==> src/rtl/simple_proc_pkg.sv <==
// Shared types and defaults for the processor/loader memory arbiter.
package simple_proc_pkg;
   localparam int WIDTH_DEF     = 32;
   localparam int ADDRSIZE_DEF  = 8;
   localparam int MAX_BURST_DEF = 4;

   typedef enum logic [1:0] {IDLE, OWN_A, OWN_B} arb_state_t;
   typedef enum logic {PORT_A, PORT_B} port_id_t;
endpackage

==> src/rtl/arb_pick.sv <==
// Combinational owner choice for a contested or fresh arbitration decision.
// ARB_FIXED_PRIO_EN selects fixed priority to port A; default is round-robin.
module arb_pick
   import simple_proc_pkg::*;
(
   input  logic     a_req,
   input  logic     b_req,
   input  port_id_t last_owner,
   output port_id_t winner
);

   always_comb begin
      winner = last_owner;
`ifdef ARB_FIXED_PRIO_EN
      if (a_req)      winner = PORT_A;
      else if (b_req) winner = PORT_B;
`else
      if (a_req && b_req) winner = (last_owner == PORT_A) ? PORT_B : PORT_A;
      else if (a_req)     winner = PORT_A;
      else if (b_req)     winner = PORT_B;
`endif
   end

endmodule

==> src/rtl/proc_mem_arbiter.sv <==
// Two-port (processor A / loader B) arbiter onto one single-port memory with burst limit.
// Define ARB_FIXED_PRIO_EN for fixed priority to port A instead of round-robin.
//
// state | meaning
// IDLE  | no owner, memory disabled
// OWN_A | port A drives the memory, a_gnt follows a_req
// OWN_B | port B drives the memory, b_gnt follows b_req
module proc_mem_arbiter
   import simple_proc_pkg::*;
#(
   parameter int WIDTH     = WIDTH_DEF,
   parameter int ADDRSIZE  = ADDRSIZE_DEF,
   parameter int MAX_BURST = MAX_BURST_DEF
) (
   input  logic                clk,
   input  logic                rst,
   input  logic                a_req,
   input  logic                a_we,
   input  logic [ADDRSIZE-1:0] a_addr,
   input  logic [WIDTH-1:0]    a_wdata,
   input  logic                b_req,
   input  logic                b_we,
   input  logic [ADDRSIZE-1:0] b_addr,
   input  logic [WIDTH-1:0]    b_wdata,
   output logic                a_gnt,
   output logic                b_gnt,
   output logic                a_rvalid,
   output logic                b_rvalid,
   output logic [WIDTH-1:0]    a_rdata,
   output logic [WIDTH-1:0]    b_rdata,
   output logic                mem_en,
   output logic                mem_we,
   output logic [ADDRSIZE-1:0] mem_addr,
   output logic [WIDTH-1:0]    mem_wdata,
   input  logic [WIDTH-1:0]    mem_rdata
);

   localparam logic [3:0] MAX_B = 4'(MAX_BURST);

   arb_state_t state, state_nxt;
   port_id_t   last_owner, last_nxt, pick;
   logic [3:0] cnt, cnt_nxt, cnt_inc;

   arb_pick u_pick (
      .a_req      (a_req),
      .b_req      (b_req),
      .last_owner (last_owner),
      .winner     (pick)
   );

   always_comb begin
      state_nxt = state;
      cnt_nxt   = cnt;
      last_nxt  = last_owner;
      a_gnt     = 1'b0;
      b_gnt     = 1'b0;
      mem_en    = 1'b0;
      mem_we    = 1'b0;
      mem_addr  = '0;
      mem_wdata = '0;
      cnt_inc   = (cnt >= MAX_B) ? cnt : cnt + 4'd1;
      unique case (state)
         IDLE: begin
            if (a_req || b_req) begin
               state_nxt = (pick == PORT_A) ? OWN_A : OWN_B;
               last_nxt  = pick;
               cnt_nxt   = '0;
            end
         end
         OWN_A: begin
            a_gnt     = a_req;
            mem_en    = a_req;
            mem_we    = a_we;
            mem_addr  = a_addr;
            mem_wdata = a_wdata;
            if (!a_req) begin
               state_nxt = b_req ? OWN_B : IDLE;
               if (b_req) begin
                  last_nxt = PORT_B;
                  cnt_nxt  = '0;
               end
            end else begin
               cnt_nxt = cnt_inc;
               // Limit reached: yield only if the picker hands the slot to B
               if (cnt_inc >= MAX_B && b_req && pick == PORT_B) begin
                  state_nxt = OWN_B;
                  last_nxt  = PORT_B;
                  cnt_nxt   = '0;
               end
            end
         end
         OWN_B: begin
            b_gnt     = b_req;
            mem_en    = b_req;
            mem_we    = b_we;
            mem_addr  = b_addr;
            mem_wdata = b_wdata;
            if (!b_req) begin
               state_nxt = a_req ? OWN_A : IDLE;
               if (a_req) begin
                  last_nxt = PORT_A;
                  cnt_nxt  = '0;
               end
            end else begin
               cnt_nxt = cnt_inc;
               if (cnt_inc >= MAX_B && a_req && pick == PORT_A) begin
                  state_nxt = OWN_A;
                  last_nxt  = PORT_A;
                  cnt_nxt   = '0;
               end
            end
         end
         default: state_nxt = IDLE;
      endcase
   end

   always_ff @(posedge clk) begin
      if (rst) begin
         state      <= IDLE;
         cnt        <= '0;
         last_owner <= PORT_B;
         a_rvalid   <= 1'b0;
         b_rvalid   <= 1'b0;
      end else begin
         state      <= state_nxt;
         cnt        <= cnt_nxt;
         last_owner <= last_nxt;
         a_rvalid   <= a_gnt & ~a_we;
         b_rvalid   <= b_gnt & ~b_we;
      end
   end

   assign a_rdata = mem_rdata;
   assign b_rdata = mem_rdata;

endmodule

==> config.mk <==
export PLATFORM = sky130hd
export DESIGN_NAME = proc_mem_arbiter
export DESIGN_NICKNAME = d
export VERILOG_FILES = /design/src/rtl/simple_proc_pkg.sv /design/src/rtl/arb_pick.sv /design/src/rtl/proc_mem_arbiter.sv
export SDC_FILE = /design/constraint.sdc
export NUM_CORES = 1
export LEC_CHECK = 0
export ABC_AREA = 0
export BUFFER_PORTS_ARGS = -buffer_cell sky130_fd_sc_hd__buf_2
export CELL_PAD_IN_SITES_DETAIL_PLACEMENT = 0
export CELL_PAD_IN_SITES_GLOBAL_PLACEMENT = 1
export CORE_MARGIN = 2
export CORE_UTILIZATION = 18
export DETAILED_ROUTE_END_ITERATION = 10
export GPL_TIMING_DRIVEN = 1
export PLACE_DENSITY = 0.95
export SYNTH_ARGS = -nofsm -noshare
export SYNTH_HDL_FRONTEND = slang
export SYNTH_SLANG_ARGS = --single-unit
==> constraint.sdc <==
create_clock -name clk -period 4.3 [get_ports clk]
set_input_delay 0.86 -clock clk [delete_from_list [all_inputs] [get_ports clk]]
set_output_delay 0.86 -clock clk [all_outputs]
set_load 0.05 [all_outputs]
Yosys cells after proc, flatten, opt, wreduce, memory -nomap -nowiden
Index checks and enable logic that the tools add are counted.
{"block": "op_classes", "n_addsub": 1, "order_cmp": 2, "eq_ne": 7, "mux": 35, "bitwise_logic": 5, "reduce_logical": 11}
{"op": "32-bit case mux with 2 select lines", "count": 1}
{"op": "4-bit two-way mux", "count": 8}
{"op": "8-bit case mux with 2 select lines", "count": 1}
{"op": "2-bit two-way mux", "count": 7}
{"op": "1-bit two-way mux", "count": 13}
{"op": "3-bit != test (second input constant)", "count": 4}
{"op": "4-bit case mux with 3 select lines", "count": 1}
{"op": "4-bit by 3-bit >= comparator with 1-bit output (second input constant)", "count": 2}
{"op": "2-bit case mux with 3 select lines", "count": 1}
{"op": "1-bit logical AND", "count": 5}
{"op": "5-bit AND reduction", "count": 1}
{"op": "4-bit by 1-bit adder with 4-bit output (second input constant)", "count": 1}
{"op": "1-bit case mux with 2 select lines", "count": 2}
{"op": "4-bit AND reduction", "count": 1}
{"op": "1-bit inverter", "count": 3}
{"op": "1-bit case mux with 3 select lines", "count": 1}
{"op": "3-bit AND reduction", "count": 1}
{"op": "3-bit nonzero test", "count": 1}
{"op": "1-bit bitwise AND", "count": 2}
{"op": "2-bit by 1-bit == test with 1-bit output (second input constant)", "count": 1}
{"op": "2-bit == test (second input constant)", "count": 1}
{"op": "2-bit zero test", "count": 1}
{"op": "2-bit != test (second input constant)", "count": 1}
{"op": "1-bit logical OR", "count": 1}
{"block": "totals", "reg_bits": 9, "inputBits": 118, "out_inout_bits": 110, "elab_cells": 66}

Logic depth before layout (Yosys ltp)
{"block": "depth", "depth_word": 8, "depth_mapped": 6, "depth_no_buf": 6}

Cells and area by module
A second synthesis with hierarchy kept.
{"block": "unflattened", "cells_unflattened": 182, "area_unflattened_um2": 1442.6}
{"mod": "proc_mem_arbiter", "instances": 1, "cells_each": 180, "area_each_um2": 1428.9, "seq_area_each_um2": 180.2}
{"mod": "arb_pick", "instances": 1, "cells_each": 2, "area_each_um2": 13.8, "seq_area_each_um2": 0.0}

Worst setup path before layout
No wires, ideal clock.
{"block": "synth_path", "kind": "register -> output", "start": "reg state[1]", "end": "out mem_addr[0]", "arrival_time_ps": 1801, "required_time_ps": 3440, "path_slack_ps": 1639, "stages_incl_launch_ff": 7, "path_buffers": 2, "cell_sequence": "dfxtp_1 > inv_1 > ha_1 > and2_1 > clkbuf_1 > clkbuf_1 > a22o_1"}
{"block": "synth_via", "elab_chain_len": 2, "elab_cells_between_ends": 3, "cone_classes": "eq/ne (2); mux (1)"}
{"item": "start: declaration", "line": "proc_mem_arbiter.sv:40", "source": "arb_state_t state, state_nxt;"}
{"item": "start signal: assignment", "line": "proc_mem_arbiter.sv:125", "source": "state <= state_nxt;"}
{"item": "2-bit == test / 2-bit by 1-bit == test with 1-bit output (equally long branches)", "line": "proc_mem_arbiter.sv:62", "source": "unique case (state)"}
{"item": "8-bit case mux with 2 select lines (*)", "line": "proc_mem_arbiter.sv:62"}
{"item": "end: declaration", "line": "proc_mem_arbiter.sv:33", "source": "output logic [ADDRSIZE-1:0] mem_addr,"}
Mark *: on every way between the ends. The rest lies on a longest branch, timed or not.

Worst setup path in the final report
{"block": "layout_path", "start": "reg state[1]", "end": "out mem_wdata[5]"}
{"block": "layout_via", "elab_chain_len": 2, "elab_cells_between_ends": 3, "cone_classes": "eq/ne (2); mux (1)"}
{"item": "2-bit == test / 2-bit by 1-bit == test with 1-bit output (equally long branches)", "line": "proc_mem_arbiter.sv:62"}
{"item": "32-bit case mux with 2 select lines (*)", "line": "proc_mem_arbiter.sv:62"}
{"item": "end: declaration", "line": "proc_mem_arbiter.sv:34", "source": "output logic [WIDTH-1:0] mem_wdata,"}
Marked as above.

==> impl_results.md <==
- GR Util All Layers: 0.1001
- RSZ-0062 raised after global routing: no
- Number of clock buffers inserted by TritonCTS: 3
- Synthesized area per cell: 8.077 µm²
- Sequential fraction of the synthesis area: 0.1253
- Maximum number of pins on one net before global-route repair: 42
- Syn. warnings: 0
- Share of cells above drive strength 1: 0.5833
- Data arrival, critical path: 2220 ps
- Layout fillers: 856
- Number of distinct library cell variants in the gate-level netlist after synthesis: 32
- Register clock-pin slew on the reported worst setup and hold paths: 50 ps
- Synthesis-stage register bit count: 9
- Crit path cell chain: inv_1, ha_1, and2_1, buf_4, a22o_1, buf_2
- Result of the run: completed
- Total power divided by cell area: 472.0 mW/mm²
- Cell count after synthesis: 178
- Count of endpoints failing hold in the final timing report: 0
- Type of element capturing the critical path: primary output
- Core area: 0.007727 mm²
- Largest area contributor in the netlist: buf_4
- Total length of routed wires: 5.058 mm
- Bufs on Longest Clock Path: 2
- Final count of pins violating max slew: 0
- Gpl congestion: 0.7981
- Number of cells upsized or downsized after cts: 0
- Leakage: 0.0009965 µW
- Vias in the first global route: approximately 1300
- Placement-stage cell area: between 0.0015 and 0.002 mm²
- Crit-path max cell delay: between 300 and 400 ps
- Hold Buf Count CTS: 0
- Total negative slack: 0 ps
- Final clock skew: 1.912 ps
- Clock sink total: 9
- Worst path bufs/invs: 3
- Highest attainable clock frequency: 0.3249 GHz
- Final non-filler cell area: 0.001760 mm²
- CTS tree: done
- Setup-violating endpoint count in the final report: 0
- Number of search-and-repair iterations in the first detailed-routing pass: 4
- Mean number of vias per cell: 4.482
- Die footprint: 0.008718 mm²
- Initial detailed-routing violation count: 42
- Max-capacitance violation count: 0
- Initial antenna violation count: 0
- Area of the mapped netlist: 0.001438 mm²
- Remaining antenna violation count after routing: 0
- Worst path top cell family by delay: buffers and inverters
- Largest cells by area after synthesis: buf_4 (33%), a22o_1 (25%), dfxtp_1 (13%)
- Max IR drop VDD: ~0.2 mV
- Detailed placement HPWL: between 4 and 5 mm
- IO buf count: 131
- Start-to-end type of the worst setup path: reg -> out
- Area share of the largest cell type after synthesis: 0.3342
- Final worst-path cycle share: 0.7158
- Number of core rows: 32
- Clock latency on the worst-skew pair: 240 ps
- Wire length of the first global-routing pass: approximately 7 mm
- Diode insertion count for antenna repair: 0
- Final core utilization: 0.2278
- Avg WL per Cell: 14.79 µm
- Post-synthesis net count: 301
- Peak fanout along the critical path: just over 40
- Count of H-tree levels built during CTS: 1
- Starting density of the core: 0.1860
- Class of the most critical hold timing path: reg -> reg
- Detailed-route via count: 1533
- Tmin final: approximately 3100 ps
- Relative slew slack: 0.6209
- Drt drc: 0
- Clk Tree Root Cell: clkbuf_8
- Io pins: 228
- Final nets: between 300 and 400
- Required time reported for the critical path endpoint: 3440 ps
- Remaining global-route overflow: 0
- Slew at the pin with the worst max-slew slack: 563.4 ps
- Vert. Die Dim: 93.37 µm
- Setup Buffers After CTS: 0
- Critical path's slowest cell: ha_1
- Area growth from synthesis to layout: 22.45%
- Die Width: 93.37 µm
- Worst Setup Start Kind: flip-flop
worst min-delay path: cells and delay by family (launching register included):
family | cells | cell delay [ps]
flops | 1 | 310
buf+inv | 1 | 70
compound gates | 1 | 40
cell usage in the layout (no fill, tap or decap), drive strengths merged:
cell    netlist  routed
or3           1       1
nor4          1       1
clkinv        0       1
clkbuf       11       3
ha            5       5
or2           1       1
or4           1       1
a211o         1       1
nand2         4       4
o211ai        1       1
mux2          1       1
nor2          4       4
xor2          1       1
nor2b         1       1
buf          64     133
mux2i         3       3
nand2b        2       2
a21oi         1       1
inv           5       5
a22oi         1       1
o21ai         1       1
a211oi        6       6
a32oi         1       1
a2111o        1       1
o311ai        1       1
o41ai         1       1
a22o         41      41
nor3b         1       1
a31oi         1       1
a32o          1       1
dfxtp         9       9
nor3          2       2
and2          3       3
metal layers:
layer | routed length [µm] | part of all wire | vias up | global-route usage
li1 | - | - | 712 | -
met1 | 1906 | 0.38 | 698 | 0.1146
met2 | 2500 | 0.49 | 112 | 0.1739
met3 | 568 | 0.11 | 11 | 0.03143
met4 | 82 | 0.016 | 0 | 0.03676
met5 | 0 | 0 | - | 0
sequential cells by signal (all words and copies together), names as in the netlist:
signal and flops:
a_rvalid 1, b_rvalid 1, last_owner 1, cnt 4
state 2
cell families after synthesis:
family / Yosys count / share of synthesized area
buffers and inverters: 80 / 0.3760
AO/OA/AOI/OAI: 58 / 0.3429
AND/OR/NAND/NOR: 21 / 0.07747
flip-flops: 9 / 0.1253
adder cells (fa/ha/maj): 5 / 0.04352
multiplexers: 4 / 0.02872
XOR/XNOR: 1 / 0.006093
power by group:
group,switching (µW),internal (µW)
Clock,38.2,63.5
Combinational,428,189
Sequential,14.3,98.3
final cells by class:
| cell class | instances | area [µm²] | area share |
|---|---|---|---|
| multi-input combinational | 89 | 716.9 | 0.4072 |
| timing repair buffer | 133 | 670.6 | 0.3810 |
| sequential | 9 | 180.2 | 0.1023 |
| tap | 102 | 127.6 | 0.07249 |
| clock buffer | 3 | 41.29 | 0.02345 |
| inverter | 5 | 18.77 | 0.01066 |
| clock inverter | 1 | 5.005 | 0.002843 |
per-stage QoR:
step           setup slack, ps  hold slack, ps  total power (µW)  cells
3_3_place_gp              1564           465.9             718.8    338
3_5_place_dp              1451           469.3             728.6    338
4_1_cts                   1183           476.2             835.6    342
2_1_floorplan             1639           449.6             733.1    178
6_report                  1222           473.6             830.9    342
5_1_grt                   1090           499.9             877.2    342
final timing paths:
check | cells past startpoint | startpoint | end | slack [ps]
worst max-delay path | 6 | state[1] | mem_wdata[5] | 1220
worst min-delay path | 2 | cnt[3] | cnt[3] | 470
worst max register to register | 6 | state[1] | last_owner | 2200
worst min register to register | 2 | cnt[3] | cnt[3] | 470
synth_stat cells:
library cell and number:
or2_2 1, dfxtp_1 9, nor2b_1 1, o41ai_1 1, o21ai_0 1, ha_1 5, nor4_1 1, or3_1 1
a22oi_1 1, clkbuf_1 11, o211ai_1 1, a21oi_1 1, a32oi_1 1, a211o_1 1, nor3b_1 1, and2_1 3
nor2_1 4, buf_4 64, a22o_1 41, a211oi_1 6, xor2_1 1, nand2b_1 2, mux2_2 1, or4_1 1
nand2_1 4, inv_1 5, a31oi_1 1, a2111o_1 1, nor3_1 2, mux2i_1 3, a32o_2 1, o311ai_1 1
Note: power is estimated with default switching activity, not from simulation.
